--- config.mk ---
export PLATFORM = sky130hd
export DESIGN_NAME = seq_hit_counter
export DESIGN_NICKNAME = d
export VERILOG_FILES = /design/src/rtl/seq_hit_counter_pkg.sv /design/src/rtl/sat_counter.sv /design/src/rtl/seq_hit_counter.sv
export SDC_FILE = /design/constraint.sdc
export NUM_CORES = 1
export LEC_CHECK = 0
export BUFFER_PORTS_ARGS = -buffer_cell sky130_fd_sc_hd__buf_4
export CORE_ASPECT_RATIO = 1.75
export CORE_MARGIN = 2
export CORE_UTILIZATION = 47
export DETAILED_ROUTE_END_ITERATION = 6
export PLACE_DENSITY = 0.66
export SLEW_MARGIN = 20
export SYNTH_ARGS = -nofsm -noshare
export SYNTH_HDL_FRONTEND = slang
export SYNTH_HIERARCHICAL = 1
export SYNTH_SLANG_ARGS = --single-unit
--- constraint.sdc ---
create_clock -name clk -period 3.1 [get_ports clk]
set_clock_uncertainty 0.15 [all_clocks]
set_input_delay 0.31 -clock clk [delete_from_list [all_inputs] [get_ports clk]]
set_output_delay 0.31 -clock clk [all_outputs]
set_load 0.02 [all_outputs]
--- src/rtl/seq_hit_counter_pkg.sv ---
// Shared definitions for the per-frame hit counter: FSM encodings and default widths.
package seq_hit_counter_pkg;

    typedef enum logic [1:0] {
        S_IDLE   = 2'b00,
        S_COUNT  = 2'b01,
        S_REPORT = 2'b10
    } state_e;

    localparam int unsigned CNT_W_DEF     = 8;
    localparam int unsigned FRAME_LEN_DEF = 16;
    localparam int unsigned BIT_W_DEF     = 5;

endpackage

--- src/rtl/sat_counter.sv ---
// Saturating up-counter with synchronous clear; sat latches when an increment hits the ceiling.
module sat_counter
    import seq_hit_counter_pkg::*;
#(
    parameter int unsigned CNT_W = CNT_W_DEF
) (
    input  logic             clk,
    input  logic             reset,
    input  logic             clear,
    input  logic             inc,
    output logic [CNT_W-1:0] count,
    output logic             sat,
    output logic             at_max
);

    logic [CNT_W-1:0] r_count;
    logic             r_sat;

    assign at_max = &r_count;
    assign count  = r_count;
    assign sat    = r_sat;

    // Count qualified increments; clear has priority over inc.
    always_ff @(posedge clk or posedge reset) begin
        if (reset) begin
            r_count <= '0;
            r_sat   <= 1'b0;
        end else if (clear) begin
            r_count <= '0;
            r_sat   <= 1'b0;
        end else if (inc) begin
            if (at_max) begin
                r_sat <= 1'b1;
            end else begin
                r_count <= r_count + 1'b1;
            end
        end
    end

endmodule

--- src/rtl/seq_hit_counter.sv ---
// Counts detector match pulses per frame of FRAME_LEN qualified slots and publishes the result
// through a valid/ready report port.
// Optional macro SEQ_HIT_CONTINUOUS_EN: back-to-back frames without a REPORT state, with a
// sticky rpt_drop flag for results lost to an un-drained report register.
module seq_hit_counter
    import seq_hit_counter_pkg::*;
#(
    parameter int unsigned CNT_W     = CNT_W_DEF,
    parameter int unsigned FRAME_LEN = FRAME_LEN_DEF,
    parameter int unsigned BIT_W     = BIT_W_DEF
) (
    input  logic             clk,
    input  logic             reset,
    input  logic             start,
    input  logic             en,
    input  logic             hit,
    output logic             busy,
    output logic             rpt_valid,
    input  logic             rpt_ready,
    output logic [CNT_W-1:0] rpt_count,
    output logic             rpt_sat,
    output logic             rpt_drop
);

    localparam logic [BIT_W-1:0] LastSlot = BIT_W'(FRAME_LEN - 1);

    state_e           r_state;
    logic [BIT_W-1:0] r_slot;
    logic             r_busy;
    logic             r_valid;
    logic [CNT_W-1:0] r_count;
    logic             r_sat;

    logic             w_restart;
    logic             w_qual;
    logic             w_last;
    logic             w_clr;
    logic             w_inc;
    logic             w_accept;
    logic [CNT_W-1:0] w_hits;
    logic             w_hits_sat;
    logic             w_at_max;
    logic [CNT_W-1:0] w_hits_nxt;
    logic             w_sat_nxt;

`ifdef SEQ_HIT_CONTINUOUS_EN
    logic r_drop;

    // start only opens a frame from IDLE; frame end rolls straight into the next frame.
    assign w_restart = (r_state == S_IDLE) && start;
    assign w_clr     = w_restart || w_last;
    assign rpt_drop  = r_drop;
`else
    // start in COUNT restarts the frame and masks en for that cycle.
    assign w_restart = ((r_state == S_IDLE) || (r_state == S_COUNT)) && start;
    assign w_clr     = w_restart;
    assign rpt_drop  = 1'b0;
`endif

    assign w_qual   = (r_state == S_COUNT) && en && !w_restart;
    assign w_last   = w_qual && (r_slot == LastSlot);
    assign w_inc    = w_qual && hit;
    assign w_accept = r_valid && rpt_ready;

    // A hit in the final slot must be part of the report, so load the post-increment value.
    assign w_hits_nxt = w_hits + CNT_W'(w_inc && !w_at_max);
    assign w_sat_nxt  = w_hits_sat || (w_inc && w_at_max);

    sat_counter #(
        .CNT_W (CNT_W)
    ) u_hits (
        .clk    (clk),
        .reset  (reset),
        .clear  (w_clr),
        .inc    (w_inc),
        .count  (w_hits),
        .sat    (w_hits_sat),
        .at_max (w_at_max)
    );

    // Frame FSM, slot counter and report holding register.
    always_ff @(posedge clk or posedge reset) begin
        if (reset) begin
            r_state <= S_IDLE;
            r_slot  <= '0;
            r_busy  <= 1'b0;
            r_valid <= 1'b0;
            r_count <= '0;
            r_sat   <= 1'b0;
`ifdef SEQ_HIT_CONTINUOUS_EN
            r_drop  <= 1'b0;
`endif
        end else begin
            if (w_accept) begin
                r_valid <= 1'b0;
            end
            unique case (r_state)
                S_IDLE: begin
                    if (start) begin
                        r_state <= S_COUNT;
                        r_slot  <= '0;
                        r_busy  <= 1'b1;
                    end
                end
                S_COUNT: begin
                    if (w_restart) begin
                        r_slot <= '0;
                    end else if (w_qual) begin
                        if (w_last) begin
                            r_slot <= '0;
`ifdef SEQ_HIT_CONTINUOUS_EN
                            // Load if the register is empty or being drained this cycle.
                            if (!r_valid || rpt_ready) begin
                                r_valid <= 1'b1;
                                r_count <= w_hits_nxt;
                                r_sat   <= w_sat_nxt;
                            end else begin
                                r_drop  <= 1'b1;
                            end
`else
                            r_valid <= 1'b1;
                            r_count <= w_hits_nxt;
                            r_sat   <= w_sat_nxt;
                            r_state <= S_REPORT;
                            r_busy  <= 1'b0;
`endif
                        end else begin
                            r_slot <= r_slot + 1'b1;
                        end
                    end
                end
                S_REPORT: begin
                    if (w_accept) begin
                        r_state <= S_IDLE;
                    end
                end
                default: begin
                    r_state <= S_IDLE;
                    r_busy  <= 1'b0;
                end
            endcase
        end
    end

    assign busy      = r_busy;
    assign rpt_valid = r_valid;
    assign rpt_count = r_count;
    assign rpt_sat   = r_sat;

endmodule

=== Yosys cells after proc, flatten, opt, wreduce, memory -nomap -nowiden ===
Cells that the tools add are included.
W data, S select, Z words.

* Register bits after elaboration: 27
* Latch bits: 0
* Memory bits (writable): 0
* ROM bits: 0
* Input bits: 6
* Output and inout port bits: 12
* Word-level logic and storage cells: 73
* Memories: 0

* Add/sub/neg operators: 3
* Multipliers: 0
* Divide/modulo/power cells: 0
* $lt $le $gt $ge: 0
* Equality and inequality tests: 10
* Shifts and indexed selects: 0
* Mux-type cells: 27
* Bitwise operators: 2
* Reductions and logical operators: 23

{| class="wikitable"
|+ Operators by type and width
! operator !! count
|-
| $mux W8 || 3
|-
| $mux W5 || 4
|-
| $mux W1 || 12
|-
| $ne A2 B2 Y1 const B || 6
|-
| $mux W2 || 5
|-
| $pmux W5 S2 || 1
|-
| $reduce_and A5 Y1 || 2
|-
| $add A8 B1 Y8 || 1
|-
| $add A8 B1 Y8 const B || 1
|-
| $logic_and A1 B1 Y1 || 8
|-
| $reduce_and A8 Y1 || 1
|-
| $pmux W2 S3 || 1
|-
| $reduce_bool A2 Y1 || 3
|-
| $add A5 B1 Y5 const B || 1
|-
| $eq A5 B4 Y1 const B || 1
|-
| $reduce_and A2 Y1 || 2
|-
| $reduce_and A4 Y1 || 1
|-
| $ne A3 B3 Y1 const B || 1
|-
| $pmux W1 S3 || 1
|-
| $reduce_and A3 Y1 || 1
|-
| $eq A2 B1 Y1 const B || 1
|-
| $eq A2 B2 Y1 const B || 1
|-
| $logic_not A1 Y1 || 2
|-
| $logic_not A2 Y1 || 1
|-
| other kinds (2) || 4
|}

=== Depth between registers and ports, before layout ===
Gate-level depths: netlist (run 1).

* Word-level depth: 10
* Gate-level depth with buffers: 10
* Depth with buffers taken out: 8

=== Modules after synthesis ===
The synthesis (run 1) kept the hierarchy.

{| class="wikitable"
|+ By module, submodules not included
! module !! instances !! cells an instance !! area each (um2)
|-
| seq_hit_counter || 1 || 99 || 998.5
|-
| sat_counter || 1 || 54 || 554.3
|}

=== Worst setup path after synthesis (run 1) ===
No wires, ideal clock.

* Path type: input to register
* Start: input port start
* End: register r_count[6] (netlist: rpt_count[6])
* Setup time: 77 ps
* Arrival time: 2,153 ps
* Path slack: 720 ps
* Cell stages on the path: 10
* Buffers on the path: 2
* Path through: buf_2 > and4bb_1 > buf_6 > and2_1 > nor2b_1 > ha_1 > ha_1 > nand3_1 > o311a_1 > a21oi_1

* Cells in the longest elaborated chain, start to end: 6
* Elaborated cells between the ends (all ways): 9
* Classes of those cells: add/sub: 1; bitwise: 1; reduce/logical: 7

{| class="wikitable"
|+ Ends and longest elaborated chain
! what !! RTL line !! RTL
|-
| start: declaration || seq_hit_counter.sv:14 || <nowiki>input logic start,</nowiki>
|-
| $logic_and A1 B1 Y1 || seq_hit_counter.sv:55 || <nowiki>assign w_restart = ((r_state == S_IDLE) || (r_state == S_COUNT)) && start;</nowiki>
|-
| $logic_not A1 Y1 || seq_hit_counter.sv:60 || <nowiki>assign w_qual = (r_state == S_COUNT) && en && !w_restart;</nowiki>
|-
| $logic_and A1 B1 Y1 || seq_hit_counter.sv:60 ||
|-
| $logic_and A1 B1 Y1 || seq_hit_counter.sv:62 || <nowiki>assign w_inc = w_qual && hit;</nowiki>
|-
| named net w_inc || seq_hit_counter.sv:38 || <nowiki>logic w_inc;</nowiki>
|-
| $logic_and A1 B1 Y1 || seq_hit_counter.sv:66 || <nowiki>assign w_hits_nxt = w_hits + CNT_W'(w_inc && !w_at_max);</nowiki>
|-
| $add A8 B1 Y8 || seq_hit_counter.sv:66 ||
|-
| end signal: assignment || seq_hit_counter.sv:122 || <nowiki>r_count <= w_hits_nxt;</nowiki>
|-
| end: declaration || seq_hit_counter.sv:31 || <nowiki>logic [CNT_W-1:0] r_count;</nowiki>
|}

The timed path passes the listed nets, and every way through them passes these cells.
A chain may end at the register's enable or synchronous reset.

=== Worst setup path in the final report (run 1) ===
* Start: register r_state[1]
* End: register r_count[6] (netlist: rpt_count[6])

* Cells in the longest elaborated chain, start to end: 8
* Elaborated cells between the ends (all ways): 13
* Classes of those cells: add/sub: 1; eq/ne: 1; bitwise: 1; reduce/logical: 10

{| class="wikitable"
|+ Ends and longest elaborated chain
! what !! RTL line !! RTL
|-
| start: declaration || seq_hit_counter.sv:27 || <nowiki>state_e r_state;</nowiki>
|-
| start signal: assignment || seq_hit_counter.sv:84 || <nowiki>r_state <= S_IDLE;</nowiki>
|-
| start signal: assignment || seq_hit_counter.sv:100 || <nowiki>r_state <= S_COUNT;</nowiki>
|-
| start signal: assignment || seq_hit_counter.sv:124 || <nowiki>r_state <= S_REPORT;</nowiki>
|-
| $eq A2 B1 Y1 / $logic_not A2 Y1 (equally long branches) || seq_hit_counter.sv:55, seq_hit_counter.sv:60 ||
|-
| $logic_or A1 B1 Y1 || seq_hit_counter.sv:55 ||
|-
| $logic_and A1 B1 Y1 || seq_hit_counter.sv:55 ||
|-
| $logic_not A1 Y1 || seq_hit_counter.sv:60 ||
|-
| $logic_and A1 B1 Y1 (*) || seq_hit_counter.sv:60 ||
|-
| $logic_and A1 B1 Y1 (*) || seq_hit_counter.sv:62 ||
|-
| named net w_inc || seq_hit_counter.sv:38 ||
|-
| $logic_and A1 B1 Y1 (*) || seq_hit_counter.sv:66 ||
|-
| $add A8 B1 Y8 (*) || seq_hit_counter.sv:66 ||
|}

Mark *: on every way through the listed nets, which the timed path passes. The rest lies on a longest branch.

==> reports/metrics.yaml, run 1 <==
placed_design:
  routabilityCongestion: 0.8299
  dp_hpwl_um: 2481
  io_buffer_count: 16
  placed_cells: 205
  dp_slack_ns: 0.5796
status:
  outcome: "finished clean"
clocking:
  latest_clock_arrival_within_the_worst_skew_pair_ns: 0.27
  max-clock-path-buffers: 2
  postCtsSetupBuffers: 0
  htreeDepth: 1
  clock-sinks: 27
  clkTransAtPathRegs_ns: 0.09
  post_cts.resized_instances: 0
  cts_inserted_buffers: 3
  clk_root_buffer_cell: "clkbuf_8"
  cts_hold_repair.buffers: 1
  tritoncts: "done"
critical_path:
  critPathMaxStageDelay_ns: 0.50
  crit_family: "simple AND/OR/NAND/NOR gates"
  timing.critical_path.buf_inv: 0
  crit_chain: "and4bb_1 -> and2_1 -> nor2b_1 -> ha_1 -> ha_1 -> nand3_1 -> o311a_1 -> a21oi_1"
  rrSetupSlack_ns: 0.55
  worst_path_max_delay_cell: "dfrtp_1"
  worst-path-max-fanout: 11
  endpoint_kind: "flip-flop"
  worst_setup_path_start_kind: "flip-flop"
  reg2reg_to: "rpt_count[6]"
  cp_data_required_time_ns: 3.15
  timing_worst_setup_path_type: "flip-flop to flip-flop"
  r2r.worst_path.cells: 8
  critPathArrivalTime_ns: 2.60
  cpMostUsedCell: "ha_1"
  regToRegStartpoint: "r_state[1]"
global_routing:
  grt_max_degree: 19
  grt-ovfl-total: 0
  number_of_antenna_violations_at_the_first_check_in_global_routing: 0
  first_global_vias: 1246
  first_pass_grt_wire_length_um: 5416
  globalRouteTotalUtil: 0.1912
sta:
  post-route-period-util: 0.8214
  layout_min_cycle_time_ns: 2.546
  unrepaired_setup_endpoints_after_global_routing: "false"
  finalMaxSlewViolations: 0
  worstMarginPinSlew_ns: 0.6743
  max_freq_mhz: 392.7
  post-route-worst-setup-slack_ns: 0.5537
  finalSetupTns_ns: 0
  hold_viol_final: 0
  setup_viol: 0
  max_slew_margin_vs_limit: 0.5500
pwr:
  worst_ir_drop_vdd_v: 0.0002988
  p_per_area_nw_per_um2: 350.3
  p_int_w: 0.0004700
  power_w: 0.0006088
  total_switching_power_w: 0.0001389
  power_frac_comb: 0.084
  share_seq_of_total_power: 0.596
  total_leakage_power_nw: 0.7824
  switching_power_share_of_the_total: 0.2281
  clock_power_share: 0.320
synth:
  synth_cell_types: 46
  synth_area_per_cell_sq_um: 10.15
  largest_area_contributor_in_the_netlist: "dfrtp_1"
  mappedNetlistArea_sq_um: 1553
  netlist_top_cells_area: "dfrtp_1, mux2_4, a21oi_1"
  ys_seq_elements: 27
  syn_nets: 163
  dominantRegCellSynth: "dfrtp_1"
  post-synth-top-area-fraction: 0.4351
  number_of_instances_in_the_synthesized_netlist: 153
  post_synthesis_sequential_area_ratio: 0.4351
  synth_async_sr_flop_share: 1.000
  ys_warns: 6
  synth_enable_flop_cells: 0
cells_and_area:
  most_frequent_cells_in_the_layout: "dfrtp_1, buf_4, a21oi_1"
  final_cells: 210
  syn2layout_area_growth_pct: 11.93
  layout-drive-gt1-share: 0.1976
  fin_util: 0.5532
  mostFrequentLayoutCell: "dfrtp_1"
  antenna_cells: 0
  num-nets-final: 178
floorplan:
  fp-row-count: 27
  core-area_sq_um: 3142
  die_h_um: 80.04
  io_pins: 18
  start_util: 0.4942
  die_area_sq_um: 3798
  dieWidth_um: 47.45
min_path:
  hold_path_depth: 2
  whs_endpoint: "rpt_valid"
  hold_path.class: "input pin to flip-flop"
  holdCritStartpoint: "rpt_ready"
detailed_routing:
  avgViaCountPerCell: 5.700
  vias_after_detailed_routing: 1197
  final_antenna_net_count: 0
  routed_wirelength_um: 3212
  firstDrtPassIters: 7
  initialDrtViolationCount: 25
  detail_route.drc_violations: 0
  avg_wl_per_cell_um: 15.30
job:
  max_cap_violations: 0
==> routing by layer <==
layer / track usage / vias to the layer above / part of all wire
met3: 0.02262 / 6 / 0.015
li1: - / 587 / -
met1: 0.2075 / 580 / 0.40
met4: 0.06667 / 0 / 0.019
met2: 0.3514 / 24 / 0.57
met5: 0 / - / 0
==> power by group through the flow <==
| stage | logic [W] | registers (W) | clock network (W) |
|---|---|---|---|
| 2_1_floorplan | 0.0000324 | 0.000371 | 0 |
| 3_3_place_gp | 0.0000497 | 0.000370 | 0 |
| 3_5_place_dp | 0.0000510 | 0.000370 | 0 |
| 4_1_cts | 0.0000522 | 0.000363 | 0.000204 |
| 5_1_grt | 0.0000578 | 0.000363 | 0.000220 |
| 6_report | 0.0000514 | 0.000363 | 0.000195 |
==> cell families after synthesis <==
| group | synth area share |
|---|---|
| compound gates | 0.1950 |
| buf+inv | 0.05721 |
| simple gates | 0.1918 |
| xor+xnor | 0.01692 |
| fa+ha+maj | 0.03223 |
| flops | 0.4351 |
| mux | 0.06930 |
| other cells | 0.002415 |
==> sequential cells by signal (all words and copies together) (netlist names) <==
| name | flops |
|---|---|
| u_hits/sat | 1 |
| rpt_valid | 1 |
| rpt_sat | 1 |
| busy | 1 |
| u_hits/count | 8 |
| r_slot | 5 |
| rpt_count | 8 |
| r_state | 2 |
==> worst max-delay path by stage <==
stage,start,endpoint,slack [ns],cells after the start
2_1_floorplan,start,rpt_count[6],0.72,10
3_3_place_gp,r_state[1],rpt_count[6],0.68,8
3_5_place_dp,r_state[1],rpt_count[6],0.58,8
4_1_cts,r_state[1],rpt_count[6],0.55,8
5_1_grt,r_state[1],rpt_count[6],0.40,8
6_report,r_state[1],rpt_count[6],0.55,8
==> cell usage after synthesis, types with 4 or more instances <==
master and instances:
nor2_1 6, o21ai_0 9, ha_1 4, nand3_1 6, a21oi_1 13, nand2_1 8
nor2b_1 5, a31oi_1 4, mux2_4 5, inv_1 8, o21ai_1 5, dfrtp_1 27
==> final cells by class <==
class	instances	area, sq um
Multi-Input combinational cell	109	788.3
Tap cell	43	53.80
Inverter	8	30.03
Sequential cell	27	675.6
Fill cell	311	1404
Timing Repair Buffer	19	145.1
Clock buffer	4	45.04
==> stage by stage <==
stage               cell area, sq um  hold WS [ns]
finish                          1738       0.05967
detailed placement              1683        0.1575
CTS                             1738       0.05495
global placement                1683        0.1569
global route                    1738       0.05393
floorplan                       1553      -0.01208
Power figures use the tool's default switching activity.
==> run 2, diff against run 1 <==
- PLACE_DENSITY: 0.66 -> 0.69
- clock period: 3.1 -> 2.3 ns (I/O delays scaled with it)
==> reports/metrics.yaml, run 2 (synthesized netlist as in run 1, its figures left out) <==
cells_and_area:
  layout-drive-gt1-share: 0.2912  # +0.09360
  most_frequent_cells_in_the_layout: "buf_4, dfrtp_1, a21oi_1"
  mostFrequentLayoutCell: "buf_4"
  fin_util: 0.5970  # +0.04381
  syn2layout_area_growth_pct: 20.79
  final_cell_area_sq_um: 1876  # +7.9%
  num-nets-final: 193  # +8.4%
  final.fill_count: 276  # -11%
  antenna_cells: 0  # unchanged
pwr:
  share_seq_of_total_power: 0.585  # -0.011
  p_per_area_nw_per_um2: 444.2  # +27%
  clock_power_share: 0.323  # +0.003
  power_frac_comb: 0.092  # +0.008
  worst_ir_drop_vdd_v: 0.0003682  # +23%
  total_leakage_power_nw: 0.8562  # +9.4%
  total_switching_power_w: 0.0001948  # +40%
  p_int_w: 0.0006384  # +36%
  switching_power_share_of_the_total: 0.2338  # +0.005689
global_routing:
  first_pass_grt_wire_length_um: 5906  # +9.0%
  number_of_antenna_violations_at_the_first_check_in_global_routing: 0  # unchanged
  globalRouteTotalUtil: 0.2126  # +0.02142
  grt_max_degree: 19  # unchanged
  first_global_vias: 1315  # +5.5%
  grt-ovfl-total: 0  # unchanged
critical_path:
  setup.worst_path.start: "r_state[1]"
  crit_chain: "and4bb_1 -> and2_4 -> nor2b_2 -> ha_2 -> nand4_1 -> or3_1 -> a41oi_2"
  critical_path_depth: 7  # -1
  worst_setup_path_start_kind: "flip-flop"
  cp_data_required_time_ns: 2.35  # -0.80 ns
  critPathMaxStageDelay_ns: 0.41  # -0.09 ns
  endpoint: "rpt_count[7]"
  endpoint_kind: "flip-flop"
  crit_family: "simple AND/OR/NAND/NOR gates"
  regToRegStartpoint: "r_state[1]"
  timing.critical_path.buf_inv: 0  # unchanged
  reg2reg_to: "rpt_count[7]"
  critPathArrivalTime_ns: 2.25  # -0.35 ns
  r2r.worst_path.cells: 7  # -1
  rrSetupSlack_ns: 0.09  # -0.46 ns
  timing_worst_setup_path_type: "flip-flop to flip-flop"
  worst-path-max-fanout: 8  # -3
  worst_path_max_delay_cell: "or3_1"
clocking:
  max-clock-path-buffers: 2  # unchanged
  tritoncts: "done"
  clkTransAtPathRegs_ns: 0.09  # about the same
  clock-sinks: 27  # unchanged
  cts_inserted_buffers: 3  # unchanged
  latest_clock_arrival_within_the_worst_skew_pair_ns: 0.27  # about the same
  htreeDepth: 1  # unchanged
  clk_root_buffer_cell: "clkbuf_8"
placed_design:
  dp_hpwl_um: 2544  # +2.5%
  io_buffer_count: 16  # unchanged
  routabilityCongestion: 0.8976  # +8.2%
  place_area_sq_um: 1783  # +5.9%
detailed_routing:
  initialDrtViolationCount: 40  # +60%
  avgViaCountPerCell: 5.591  # -1.9%
  avg_wl_per_cell_um: 15.40  # +0.68%
  final_antenna_net_count: 0  # unchanged
  vias_after_detailed_routing: 1258  # +5.1%
  detail_route.drc_violations: 0  # unchanged
  routed_wirelength_um: 3465  # +7.9%
  firstDrtPassIters: 4  # -3
sta:
  max_freq_mhz: 453.2  # +15%
  worstMarginPinSlew_ns: 0.6901  # +0.01577 ns
  max_slew_margin_vs_limit: 0.5394  # -0.01053
  post-route-period-util: 0.9595  # +0.1381
  hold_viol_final: 0  # unchanged
  setup_viol: 0  # unchanged
  layout_min_cycle_time_ns: 2.207  # -0.3395 ns
  finalSetupTns_ns: 0  # unchanged
  finalMaxSlewViolations: 0  # unchanged
floorplan:
  start_util: 0.4942  # unchanged
  core-area_sq_um: 3142  # unchanged
  fp-row-count: 27  # unchanged
  dieWidth_um: 47.45  # unchanged
  die_area_sq_um: 3798  # unchanged
  die_h_um: 80.04  # unchanged
  io_pins: 18  # unchanged
status:
  outcome: "finished clean"
min_path:
  hold_path_depth: 3  # +1
  hold_path.class: "input pin to flip-flop"
job:
  max_cap_violations: 0  # unchanged
[run 2: routing by layer]
| layer | GRT usage | routed length, um |
|---|---|---|
| met5 | 0 | 0 |
| met4 | 0.07778 | 66 |
| met3 | 0.02941 | 75 |
| met2 | 0.3581 | 1942 |
| met1 | 0.2612 | 1380 |
[run 2: worst min path at each step]
stage          start               to
3_3_place_gp   reset       u_hits/sat
6_report         hit          rpt_sat
2_1_floorplan  reset  u_hits/count[0]
4_1_cts          hit          rpt_sat
3_5_place_dp   reset  u_hits/count[0]
5_1_grt          hit          rpt_sat
[run 2: per-stage QoR]
| step | setup WS, ns | hold WS, ns | power (W) | std cells |
|---|---|---|---|---|
| final | 0.09322 | 0.1348 | 0.0008332 | 225 |
| after global routing | -0.001381 | 0.1534 | 0.0008743 | 225 |
| after CTS | 0.04169 | 0.1301 | 0.0008416 | 224 |
| after detailed placement | 0.07076 | 0.08779 | 0.0005710 | 218 |
| after global placement | 0.1519 | 0.07862 | 0.0005691 | 218 |
| after floorplan | 0.01727 | -0.09208 | 0.0005444 | 153 |
[run 2: tightest hold or removal path, cell delays in order]
cell	delay (ns)
buf_4	0.09
a21oi_1	0.06
o21ai_1	0.13
[run 2: cell type report]
| cell class | count | area (sq um) | share of cell area |
|---|---|---|---|
| tap | 43 | 53.80 | 0.02869 |
| multi-input combinational | 109 | 810.8 | 0.4323 |
| inverter | 8 | 30.03 | 0.01601 |
| sequential | 27 | 675.6 | 0.3602 |
| timing repair buffer | 34 | 260.3 | 0.1388 |
| clock buffer | 4 | 45.04 | 0.02402 |
[run 2: timing repair]
item,CTS,global route
hold endpoints to repair,28,0
setup buffers,0,1
hold buffers,2,0
setup endpoints to repair,0,3
gates resized for setup,0,5
[run 2: power by group through the flow]
stage	clock network (W)	registers (W)	logic, W
3_5_place_dp	0	0.000497	0.0000740
2_1_floorplan	0	0.000500	0.0000443
5_1_grt	0.000300	0.000489	0.0000856
3_3_place_gp	0	0.000497	0.0000725
4_1_cts	0.000277	0.000488	0.0000774
6_report	0.000269	0.000487	0.0000770
